## src/rtl/seq_divider.sv

```systemverilog
// Multi-cycle restoring divider: one trial subtraction per clock, start/done handshake.
// Define SEQ_DIVIDER_SIGNED_EN for two's-complement operands (truncating division).
module seq_divider #(
  parameter int unsigned WIDTH = 8,
  parameter int unsigned CNT_W = 4
) (
  input  logic             clk,
  input  logic             rst,
  input  logic             start,
  input  logic [WIDTH-1:0] dividend,
  input  logic [WIDTH-1:0] divisor,
  output logic             busy,
  output logic             done,
  output logic [WIDTH-1:0] quotient,
  output logic [WIDTH-1:0] remainder,
  output logic             div_by_zero
);

  localparam logic [1:0] S_IDLE = 2'd0;
  localparam logic [1:0] S_CALC = 2'd1;
  localparam logic [1:0] S_FIN  = 2'd2;

  localparam logic [CNT_W-1:0] LAST_ITER = CNT_W'(WIDTH - 1);

  logic [1:0]       state_q, state_d;
  logic [WIDTH-1:0] prem_q, prem_d;
  logic [WIDTH-1:0] shift_q, shift_d;
  logic [WIDTH-1:0] dvsr_q, dvsr_d;
  logic [CNT_W-1:0] cnt_q, cnt_d;
  logic [WIDTH-1:0] quot_q, quot_d;
  logic [WIDTH-1:0] rem_q, rem_d;
  logic             dbz_q, dbz_d;
  logic             busy_q, busy_d;
  logic             done_q, done_d;

  logic [WIDTH-1:0] a_mag_c;
  logic [WIDTH-1:0] b_mag_c;
  logic [WIDTH:0]   shifted_c;
  logic [WIDTH:0]   trial_c;
  logic             qbit_c;
  logic [WIDTH-1:0] prem_next_c;
  logic [WIDTH-1:0] shift_next_c;
  logic [WIDTH-1:0] quot_fix_c;
  logic [WIDTH-1:0] rem_fix_c;

`ifdef SEQ_DIVIDER_SIGNED_EN
  logic neg_quot_q, neg_quot_d;
  logic neg_rem_q, neg_rem_d;

  // Magnitudes feed the unsigned core; signs are re-applied on result load.
  always_comb begin
    a_mag_c    = dividend[WIDTH-1] ? ((~dividend) + WIDTH'(1)) : dividend;
    b_mag_c    = divisor[WIDTH-1]  ? ((~divisor) + WIDTH'(1))  : divisor;
    quot_fix_c = neg_quot_q ? ((~shift_next_c) + WIDTH'(1)) : shift_next_c;
    rem_fix_c  = neg_rem_q  ? ((~prem_next_c) + WIDTH'(1))  : prem_next_c;
  end
`else
  always_comb begin
    a_mag_c    = dividend;
    b_mag_c    = divisor;
    quot_fix_c = shift_next_c;
    rem_fix_c  = prem_next_c;
  end
`endif

  // Single trial subtraction; the extra bit makes the borrow unambiguous.
  always_comb begin
    shifted_c    = {prem_q, shift_q[WIDTH-1]};
    trial_c      = shifted_c - {1'b0, dvsr_q};
    qbit_c       = ~trial_c[WIDTH];
    prem_next_c  = qbit_c ? trial_c[WIDTH-1:0] : shifted_c[WIDTH-1:0];
    shift_next_c = {shift_q[WIDTH-2:0], qbit_c};
  end

  // Next-state and datapath control.
  always_comb begin
    state_d = state_q;
    prem_d  = prem_q;
    shift_d = shift_q;
    dvsr_d  = dvsr_q;
    cnt_d   = cnt_q;
    quot_d  = quot_q;
    rem_d   = rem_q;
    dbz_d   = dbz_q;
    busy_d  = 1'b0;
    done_d  = 1'b0;
`ifdef SEQ_DIVIDER_SIGNED_EN
    neg_quot_d = neg_quot_q;
    neg_rem_d  = neg_rem_q;
`endif
    case (state_q)
      S_CALC: begin
        busy_d  = 1'b1;
        prem_d  = prem_next_c;
        shift_d = shift_next_c;
        cnt_d   = cnt_q + CNT_W'(1);
        if (cnt_q == LAST_ITER) begin
          state_d = S_FIN;
          busy_d  = 1'b0;
          done_d  = 1'b1;
          quot_d  = quot_fix_c;
          rem_d   = rem_fix_c;
        end
      end
      default: begin
        // IDLE and FIN both accept a new operation.
        state_d = S_IDLE;
        if (start) begin
          dbz_d = 1'b0;
          if (divisor == '0) begin
            state_d = S_FIN;
            done_d  = 1'b1;
            quot_d  = '1;
            rem_d   = dividend;
            dbz_d   = 1'b1;
          end else begin
            state_d = S_CALC;
            busy_d  = 1'b1;
            prem_d  = '0;
            shift_d = a_mag_c;
            dvsr_d  = b_mag_c;
            cnt_d   = '0;
`ifdef SEQ_DIVIDER_SIGNED_EN
            neg_quot_d = dividend[WIDTH-1] ^ divisor[WIDTH-1];
            neg_rem_d  = dividend[WIDTH-1];
`endif
          end
        end
      end
    endcase
  end

  always_ff @(posedge clk or posedge rst) begin
    if (rst) begin
      state_q <= S_IDLE;
      prem_q  <= '0;
      shift_q <= '0;
      dvsr_q  <= '0;
      cnt_q   <= '0;
      quot_q  <= '0;
      rem_q   <= '0;
      dbz_q   <= 1'b0;
      busy_q  <= 1'b0;
      done_q  <= 1'b0;
    end else begin
      state_q <= state_d;
      prem_q  <= prem_d;
      shift_q <= shift_d;
      dvsr_q  <= dvsr_d;
      cnt_q   <= cnt_d;
      quot_q  <= quot_d;
      rem_q   <= rem_d;
      dbz_q   <= dbz_d;
      busy_q  <= busy_d;
      done_q  <= done_d;
    end
  end

`ifdef SEQ_DIVIDER_SIGNED_EN
  always_ff @(posedge clk or posedge rst) begin
    if (rst) begin
      neg_quot_q <= 1'b0;
      neg_rem_q  <= 1'b0;
    end else begin
      neg_quot_q <= neg_quot_d;
      neg_rem_q  <= neg_rem_d;
    end
  end
`endif

  assign busy        = busy_q;
  assign done        = done_q;
  assign quotient    = quot_q;
  assign remainder   = rem_q;
  assign div_by_zero = dbz_q;

endmodule

```

## config.mk

```make
export PLATFORM = sky130hd
export DESIGN_NAME = seq_divider
export DESIGN_NICKNAME = d
export VERILOG_FILES = /design/src/rtl/seq_divider.sv
export SDC_FILE = /design/constraint.sdc
export NUM_CORES = 1
export LEC_CHECK = 0
export CAP_MARGIN = 20
export CORE_MARGIN = 5
export CORE_UTILIZATION = 28
export CTS_CLUSTER_DIAMETER = 30
export CTS_CLUSTER_SIZE = 14
export DETAILED_ROUTE_END_ITERATION = 10
export GPL_ROUTABILITY_DRIVEN = 0
export PLACE_DENSITY = 0.47
export SKIP_CTS_REPAIR_TIMING = 1
export SLEW_MARGIN = 10
export SYNTH_ARGS = -nofsm -noshare
export SYNTH_HDL_FRONTEND = slang
export SYNTH_SLANG_ARGS = --single-unit
```

## constraint.sdc

```tcl
create_clock -name clk -period 5.8 [get_ports clk]
set_input_delay 0.58 -clock clk [delete_from_list [all_inputs] [get_ports clk]]
set_output_delay 0.58 -clock clk [all_outputs]
set_load 0.005 [all_outputs]
```

# Yosys cells after proc, flatten, opt, wreduce, memory -nomap -nowiden
# Index checks and enable logic that the tools add are counted.
# classes
eq_ne	4
n_bitwise	3
n_mux	30
n_addsub	2
reduce_logical	7
# op_table
cell	n
8-bit 2-to-1 mux	15
4-bit 2-to-1 mux	3
9-bit by 8-bit subtractor with 9-bit output	1
8-bit logical NOT	1
1-bit 2-to-1 mux	8
2-bit 2-to-1 mux	4
3-bit AND reduction	2
4-bit by 1-bit adder with 4-bit output, second input constant	1
4-bit by 3-bit equality test with 1-bit output, second input constant	1
2-bit AND reduction	2
2-bit nonzero test	2
1-bit inverter	3
2-bit by 1-bit equality test with 1-bit output, second input constant	1
2-bit by 1-bit != test with 1-bit output, second input constant	1
2-bit != test, second input constant	1
# totals
output_inout_bits	19
word_cells	56
regBits	49

# Depth between registers and ports, before layout
# Gate-level depths: netlist of run 1.
# depth
word_depth	4
ltp_mapped	10
mapped_depth_nobuf	9

# Worst setup path after synthesis of run 1
# OpenSTA, ideal clock, no wires.
# synth_timing
kind	reg2reg
start	reg shift_q[7]
end	reg rem_q[3], in the netlist remainder[3]
t_required_ns	5.712
slack_ns	3.450
arrival_ns	2.262
path_stages_with_launch	10
setup_time_ns	0.088
cell_sequence	dfrtp_1 > inv_1 > ha_1 > inv_1 > fa_1 > a211oi_2 > o211a_1 > o211ai_1 > or4_1 > a41oi_1
# synth_via
elab_chain_cells	4
# synth_rtl
element	line_no	text
from (decl)	27	logic [WIDTH-1:0] shift_q, shift_d;
from (signal assigned)	148	shift_q <= shift_d;
9-bit by 8-bit subtractor with 9-bit output	69	trial_c = shifted_c - {1'b0, dvsr_q};
8-bit 2-to-1 mux	71	prem_next_c = qbit_c ? trial_c[WIDTH-1:0] : shifted_c[WIDTH-1:0];
8-bit 2-to-1 mux	97	if (cnt_q == LAST_ITER) begin
8-bit 2-to-1 mux	91	case (state_q)
to (signal assigned)	152	rem_q <= rem_d;
to (decl)	31	logic [WIDTH-1:0] rem_q, rem_d;
# No other way between the ends. The select of a mux whose other input is x is not followed.
# A chain may end at the register's enable or synchronous reset.

# Worst setup path after layout of run 1
# Ends and elaborated chain as after synthesis.

==> reports/results.ini, run 1 <==
[route]
drt_iter0_drc = 51
wire_per_inst_microns = 15.5
ant_nets = 0
wl_microns = 5990
firstDrtPassIters = 4
drc = 0
avgViaCountPerCell = 4.88
vias = 1882

[logic_synthesis]
synth.distinct_cells = 49
synth.top_cells.by_count = 49 x dfrtp_1, 23 x nor2_1, 19 x a21oi_1
synth_seq_cells = 49
yosysTopAreaCell = dfrtp_1
async_reset_ff_frac = 1.00
synth_top_area_frac = 0.491
post-synth-top-count-cell = dfrtp_1
ys_seq_area_frac = 0.491
synth.area.top_cells = dfrtp_1 49%, ha_1 4.5%, mux2_2 4.1%, mux2i_1 4.0%, a21oi_1 3.8%
synth_edf_count = 0
netlist_instances = 240
syn_area_per_cell_sq_um = 10.4
synth_flop_cell = dfrtp_1
syn_area_sq_um = 2500
synth_nets = 269
yosysWarnings = 0

[sta]
hold_viol = 0
clock.fmax_mhz = 345
setup_ws_ns = 2.91
tightest_slew_ns = 1.10
fin_skew_ns = 0.00822
rsz0062_at_grt = no
finalSetupViolations = 0
setup_tns_ns = 0
final_max_slew_viol_count = 0
period_needed_ns = 2.89
relSlewSlack = 0.266
post-route-period-util = 0.499

[setup_path]
worstPathMaxFanout = 11
regToRegEndpoint = remainder[3]
slowest_stage = or4_1
crit_type = reg2reg
critPathLaunchType = flip-flop
crit_top_cell = inv_1
critical_path.endpoint_type = flip-flop
max_stage_delay_ns = 0.66
ff2ff_setup_slack_ns = 2.91
critical_path.cell_chain = inv_1 > ha_1 > inv_1 > fa_1 > a211oi_2 > o211a_1 > o211ai_1 > or4_1 > a41oi_1
cp_top_family = compound AO/OA/AOI/OAI gates
required_ns = 6.03
critPathBufInv = 2
rr_worst_depth = 9
arrival_ns = 3.13
rr_startpoint = shift_q[7]

[run]
drv_cap = 0

[die]
fp.dieW_microns = 104
die-area_sq_um = 10900
rows = 34
io_pins = 38
start_util = 0.286
core_area_sq_um = 8720
die_h_microns = 104

[final_layout]
stdcell_count = 386
drive_above_1_share = 0.108
area_growth_pct = 23.7
n_antenna_cell = 0
fillers = 892
finalNetCount = 306

[global_routing]
grt.overflow.total = 0
track_usage = 0.114
grt_pass1_wl_microns = 10200
grt_max_degree = 50
grt_pass1_vias = 1955
grt_antenna_before_repair = 0

[clocking]
clock_latency_ns = 0.31
clock_sinks = 49
cts_buffers = 5
cts-htree-levels = 2
cts_buffer_depth = 2
cts_tree = yes
root_buffer = clkbuf_8
clk_pin_slew_worst_paths_ns = 0.10

[outcome]
status = finished, final reports clean

[pwr]
power_density_nw_per_um2 = 637
peakVddDrop_mv = 0.197
p_leak_nw = 1.34

[min_path]
hold_depth = 1
min_from = cnt_q[3]
hold_end = cnt_q[3]
hold_path.class = reg2reg

[place]
dp_cells = 377
port_buffers = 37
place_ws_ns = 2.81
dp_hpwl_microns = 4440

==> cell usage in the layout (no fill, tap or decap), types with 10 or more instances in the layout <==
cell type / n
clkdlybuf4s50_1: 37
nand3_1: 10
a21oi_1: 19
inv_1: 12
dfrtp_1: 49
mux2i_1: 10
nand2_1: 13
nor2_1: 23
o21ai_0: 11
==> per-stage QoR <==
stage          hold slack (ns)  utilization  power, mW  cell area (sq um)
6_report                 0.500        0.354       1.97               3090
3_5_place_dp             0.485        0.340       1.77               2970
3_3_place_gp             0.489        0.340       1.77               2970
5_1_grt                  0.536        0.354       2.16               3090
4_1_cts                  0.505        0.351       1.99               3060
2_1_floorplan            0.458            -       1.41               2500
==> area by class of cell <==
| type | instances | area [sq um] | share of cell area |
|---|---|---|---|
| inverter | 14 | 53.8 | 0.0174 |
| timing repair buffer | 40 | 413 | 0.134 |
| multi-input combinational | 167 | 1160 | 0.377 |
| sequential | 49 | 1230 | 0.397 |
| clock inverter | 3 | 26.3 | 0.00851 |
| clock buffer | 5 | 68.8 | 0.0223 |
| tap | 108 | 135 | 0.0438 |
==> layer usage <==
metal | vias up | GRT usage | part of all wire
met4 | 0 | 0.0342 | 0.013
met3 | 7 | 0.0223 | 0.028
met5 | - | 0 | 0
li1 | 941 | - | -
met1 | 907 | 0.152 | 0.48
met2 | 27 | 0.187 | 0.48
==> worst register-to-register path: stages, from the launching register on <==
cell      delay, ns
dfrtp_1        0.39
inv_1          0.07
ha_1           0.16
inv_1          0.06
fa_1           0.41
a211oi_2       0.30
o211a_1        0.23
o211ai_1       0.36
or4_1          0.66
a41oi_1        0.19
==> how the worst max path moves through the flow <==
stage          slack [ns]  startpoint           end  cells after the start
5_1_grt              2.72  shift_q[7]  remainder[3]                      9
4_1_cts              2.91  shift_q[7]  remainder[3]                      9
2_1_floorplan        3.45  shift_q[7]  remainder[3]                      9
3_5_place_dp         2.81  divisor[4]  remainder[5]                      7
3_3_place_gp         2.94  divisor[4]  remainder[7]                      7
6_report             2.91  shift_q[7]  remainder[3]                      9
==> power by group <==
| group | switching [mW] | total, mW | leakage [nW] | internal [mW] |
|---|---|---|---|---|
| combinational | 0.614 | 1.13 | 0.729 | 0.513 |
| sequential | 0.105 | 0.621 | 0.571 | 0.516 |
| clock | 0.132 | 0.220 | 0.0423 | 0.0881 |
==> registers in the layout, indices dropped and copies added, names as in the netlist <==
signal       count
done             1
prem_q           8
div_by_zero      1
dvsr_q           8
cnt_q            4
state_q          2
remainder        8
shift_q          8
quotient         8
busy             1
==> logic make-up (layout without fill, tap and decap cells) <==
family                   count (synthesis)  in the layout  synth area share
flip-flops                              49             49             0.491
buffers and inverters                   24             62            0.0421
multiplexers                            19             19            0.0807
AND/OR/NAND/NOR                         71             71             0.152
adder cells (fa/ha/maj)                 10             10            0.0531
XOR/XNOR                                 4              4            0.0140
AO/OA/AOI/OAI                           63             63             0.166
Note: power is estimated with default switching activity, not from simulation.
==> inputs of run 2 (changes only) <==
- clock period: 5.8 -> 2.9 ns (I/O delays scaled with it)
==> run 2 against run 1 <==
Against the previous run:
- flip-flop and latch count is the same
- final cell count grew 1.0%
- die area is the same
- global-route usage grew 0.39 points
- via count grew 1.3%
- sequential power grew 100%
- critical path depth is the same
- critical endpoint unchanged
- setup slack lost 2.6 ns
- fmax grew 11%
- hold slack lost 0.26 ns
- clock power grew 130%
- wire length grew 1.1%
- largest cell class unchanged
==> reports/results.ini, run 2 (same netlist as run 1, synthesis figures left out) <==
[setup_path]
ff2ff_setup_slack_ns = 0.30  ; -2.61 ns
critPathLaunchType = flip-flop
arrival_ns = 2.83  ; -0.30 ns
critical_path.endpoint_type = flip-flop
rr_worst_depth = 9  ; unchanged
crit_type = reg2reg
worstPathMaxFanout = 4  ; -7
required_ns = 3.12  ; -2.91 ns
regToRegEndpoint = remainder[3]
rr_startpoint = shift_q[7]

[final_layout]
fillers = 883  ; -1.0%
final_common_cell = dfrtp_1
area_growth_pct = 24.8
final_cell_mix = 49 x dfrtp_1, 37 x clkdlybuf4s50_1, 23 x nor2_1
finalNetCount = 310  ; +1.3%
post-route-util = 0.357  ; +0.00301
n_antenna_cell = 0  ; unchanged
drive_above_1_share = 0.117  ; +0.00911
fin_area_sq_um = 3110  ; +0.85%

[pwr]
peakVddDrop_mv = 0.404  ; +100%
p_leak_nw = 1.37  ; +1.8%
finalPower_mw = 4.04  ; +110%
power_density_nw_per_um2 = 1300  ; +100%

[sta]
period_needed_ns = 2.60  ; -0.290 ns
hold_viol = 0  ; unchanged
final_max_slew_viol_count = 0  ; unchanged
setup_tns_ns = 0  ; unchanged
hold_ws_ns = 0.240  ; -0.260 ns
fin_skew_ns = 0.0105  ; +0.00227 ns
clock.fmax_mhz = 384  ; +11%
tightest_slew_ns = 0.707  ; -0.392 ns
relSlewSlack = 0.528  ; +0.263
post-route-period-util = 0.898  ; +0.399
rsz0062_at_grt = no
finalSetupViolations = 0  ; unchanged

[global_routing]
grt.overflow.total = 0  ; unchanged
track_usage = 0.118  ; +0.00393
grt_max_degree = 25  ; -50%
grt_antenna_before_repair = 0  ; unchanged
grt_pass1_wl_microns = 10500  ; +2.8%
grt_pass1_vias = 2084  ; +6.6%

[clocking]
root_buffer = clkbuf_8
clk_pin_slew_worst_paths_ns = 0.10  ; about the same
clock_latency_ns = 0.31  ; about the same
cts_tree = yes
cts_buffer_depth = 2  ; unchanged
cts_buffers = 5  ; unchanged
cts-htree-levels = 2  ; unchanged
clock_sinks = 49  ; unchanged

[die]
io_pins = 38  ; unchanged
die-area_sq_um = 10900  ; unchanged
core_area_sq_um = 8720  ; unchanged
start_util = 0.286  ; unchanged
rows = 34  ; unchanged
fp.dieW_microns = 104  ; unchanged
die_h_microns = 104  ; unchanged

[route]
avgViaCountPerCell = 4.89  ; +0.24%
vias = 1906  ; +1.3%
wl_microns = 6050  ; +1.1%
wire_per_inst_microns = 15.5  ; about the same
ant_nets = 0  ; unchanged
drc = 0  ; unchanged
drt_iter0_drc = 56  ; +9.8%
firstDrtPassIters = 4  ; unchanged

[place]
port_buffers = 37  ; unchanged
dp_hpwl_microns = 4630  ; +4.2%
dpl_cell_area_sq_um = 3000  ; +1.3%

[run]
drv_cap = 0  ; unchanged

[min_path]
hold_path.class = in2async

[outcome]
status = finished, final reports clean

## run 2: changes by cell type in the layout (fill, tap and decap cells not counted)
| cell | previous run | this run |
|---|---|---|
| buf_4 | 2 | 7 |
| clkinvlp_4 | 2 | 0 |
| buf_16 | 1 | 0 |
| bufinv_16 | 0 | 1 |
| clkbuf_1 | 0 | 1 |
| clkinv_4 | 0 | 1 |
| inv_8 | 1 | 0 |
## run 2: cell type report
cell class,instances,area [sq um],share of cell area
flip-flops and latches,49,1230,0.394
multi-input cells,167,1160,0.374
repair buffers,44,423,0.136
well taps,108,135,0.0434
clock buffers,6,72.6,0.0233
inverters,14,53.8,0.0173
clock inverters,2,38.8,0.0125
## run 2: worst max-delay path by stage
stage	end	startpoint	depth (start not counted)	slack [ns]
2_1_floorplan	remainder[3]	shift_q[7]	9	0.55
3_3_place_gp	remainder[3]	shift_q[7]	9	0.41
3_5_place_dp	remainder[3]	shift_q[7]	9	0.32
4_1_cts	remainder[3]	shift_q[7]	9	0.30
5_1_grt	remainder[3]	shift_q[7]	9	0.14
6_report	remainder[3]	shift_q[7]	9	0.30
## run 2: where the power goes
| group | total [mW] | internal, mW | switching [mW] | leakage [nW] |
|---|---|---|---|---|
| registers | 1.24 | 1.03 | 0.206 | 0.571 |
| clock network | 0.506 | 0.260 | 0.246 | 0.0554 |
| logic | 2.30 | 1.06 | 1.23 | 0.740 |
| total | 4.04 | 2.35 | 1.68 | 1.37 |
## run 2: layer usage
metal  share of wire  GRT usage
met5               0          0
met4           0.015     0.0416
met3           0.027     0.0248
met2            0.49      0.193
met1            0.47      0.153
## run 2: per-stage QoR
step           cells  setup WS [ns]
3_3_place_gp     382          0.414
4_1_cts          390          0.302
2_1_floorplan    240          0.550
5_1_grt          390          0.137
6_report         390          0.296
3_5_place_dp     382          0.325
## run 2: critical path, stage by stage, from the launching register on
cell and delay (ns):
dfrtp_1 0.39, inv_1 0.08, ha_1 0.16, inv_1 0.05
fa_1 0.41, a211oi_2 0.34, o211a_1 0.23, o211ai_1 0.12
or4_1 0.55, a41oi_1 0.20
==> inputs of run 3 (changes only) <==
- CELL_PAD_IN_SITES_DETAIL_PLACEMENT: not set -> 0
- CELL_PAD_IN_SITES_GLOBAL_PLACEMENT: not set -> 1
- PLACE_DENSITY: 0.47 -> 0.57
==> run 3 against run 2 <==
Against the previous run:
- combinational power about the same
- largest cell class unchanged
- clock power decreased by 18%
- power decreased by 1.7%
- final cell count unchanged
- flip-flop and latch count unchanged
- non-clock buffer count unchanged
- register-to-register slack about the same
- highest routed layer unchanged
- design area decreased by 0.80%
- wire length increased by 0.69%
- fmax decreased by 0.16%
- first-iteration DRC count decreased by 36%
==> reports/results.ini, run 3 (same netlist as run 1, synthesis figures left out) <==
[outcome]
status = finished, final reports clean

[setup_path]
rr_startpoint = shift_q[7]
required_ns = 3.12  ; about the same
crit_top_cell = inv_1
crit_path_start = shift_q[7]
critPathBufInv = 2  ; unchanged
critPathLaunchType = flip-flop
cp_top_family = compound AO/OA/AOI/OAI gates
max_stage_delay_ns = 0.56  ; about the same
worstPathMaxFanout = 4  ; unchanged
crit_type = reg2reg
arrival_ns = 2.83  ; about the same
critical_path.cell_chain = inv_1 > ha_1 > inv_1 > fa_1 > a211oi_2 > o211a_1 > o211ai_1 > or4_1 > a41oi_1
slowest_stage = or4_1
critical_path.endpoint_type = flip-flop

[place]
dp_cells = 382  ; unchanged
dp_hpwl_microns = 4510  ; -2.6%
port_buffers = 37  ; unchanged
place_ws_ns = 0.314  ; -0.0110 ns
dpl_cell_area_sq_um = 3000  ; unchanged

[route]
drc = 0  ; unchanged
drt_iter0_drc = 36  ; -36%
ant_nets = 0  ; unchanged
wire_per_inst_microns = 15.6  ; +0.69%
vias = 1890  ; -0.84%
avgViaCountPerCell = 4.85  ; -0.84%
firstDrtPassIters = 4  ; unchanged
wl_microns = 6090  ; +0.69%

[final_layout]
n_antenna_cell = 0  ; unchanged
finalNetCount = 310  ; unchanged
drive_above_1_share = 0.117  ; unchanged
final_common_cell = dfrtp_1
area_growth_pct = 23.8
fillers = 882  ; -0.11%
stdcell_count = 390  ; unchanged
final_cell_mix = 49 x dfrtp_1, 37 x clkdlybuf4s50_1, 23 x nor2_1
fin_area_sq_um = 3090  ; -0.80%

[sta]
setup_tns_ns = 0  ; unchanged
post-route-period-util = 0.899  ; +0.00145
finalSetupViolations = 0  ; unchanged
clock.fmax_mhz = 383  ; -0.16%
period_needed_ns = 2.61  ; +0.00421 ns
relSlewSlack = 0.574  ; +0.0457
hold_viol = 0  ; unchanged
tightest_slew_ns = 0.639  ; -0.0685 ns
rsz0062_at_grt = no
setup_ws_ns = 0.291  ; -0.00421 ns
fin_skew_ns = 0.00785  ; -0.00265 ns
final_max_slew_viol_count = 0  ; unchanged

[die]
die-area_sq_um = 10900  ; unchanged
start_util = 0.286  ; unchanged
rows = 34  ; unchanged
fp.dieW_microns = 104  ; unchanged
io_pins = 38  ; unchanged
die_h_microns = 104  ; unchanged
core_area_sq_um = 8720  ; unchanged

[clocking]
cts-htree-levels = 2  ; unchanged
clock_sinks = 49  ; unchanged
cts_buffers = 5  ; unchanged
cts_tree = yes
cts_buffer_depth = 2  ; unchanged
clk_pin_slew_worst_paths_ns = 0.10  ; about the same
clock_latency_ns = 0.30  ; about the same
root_buffer = clkbuf_8

[pwr]
power_density_nw_per_um2 = 1280  ; -0.92%
peakVddDrop_mv = 0.401  ; -0.67%
finalPower_mw = 3.97  ; -1.7%
p_leak_nw = 1.36  ; -0.69%

[run]
drv_cap = 0  ; unchanged

[global_routing]
grt_max_degree = 50  ; +100%
grt_pass1_wl_microns = 10200  ; -2.9%
grt.overflow.total = 0  ; unchanged
grt_pass1_vias = 1975  ; -5.2%
grt_antenna_before_repair = 0  ; unchanged
track_usage = 0.115  ; -0.00268

[min_path]
hold_path.class = in2async

## run 3: cell types whose count changed in the layout (fill, tap and decap cells not counted)
cell / delta
bufinv_16: -1
clkinv_2: +1
inv_6: +1
clkinv_4: -1
## run 3: routing by layer
layer	track usage	routed length, microns
met5	0	0
met4	0.0361	63
met3	0.0255	150
met2	0.195	3080
met1	0.145	2790
## run 3: path summary, 6_finish.rpt
check / to / slack (ns) / cells past startpoint
max in group asynchronous: prem_q[3] / 2.00 / 3
setup reg to reg: remainder[3] / 0.29 / 9
hold reg to reg: div_by_zero / 0.50 / 1
min in group clk: div_by_zero / 0.50 / 1
hold / removal: quotient[1] / 0.47 / 3
setup / recovery: remainder[3] / 0.29 / 9
## run 3: power breakdown
group	total (mW)	internal [mW]	switching (mW)
combinational	2.32	1.07	1.25
clock	0.413	0.173	0.241
sequential	1.23	1.03	0.200
## run 3: worst min-delay path: stages
cell and delay [ns]:
clkdlybuf4s50_1 0.42, inv_2 0.05, buf_4 0.51
## run 3: cell type report
class	instances	area [sq um]	area share
Tap cell	108	135	0.0437
Clock buffer	6	72.6	0.0235
Sequential cell	49	1230	0.397
Inverter	14	53.8	0.0174
Multi-Input combinational cell	167	1160	0.377
Timing Repair Buffer	44	423	0.137
Clock inverter	2	13.8	0.00446
## run 3: per-stage QoR
stage                     hold WS (ns)   util
after detailed placement         0.475  0.344
after global routing             0.519  0.354
after global placement           0.478  0.344
after floorplan                  0.441      -
final                            0.468  0.354
after CTS                        0.499  0.354
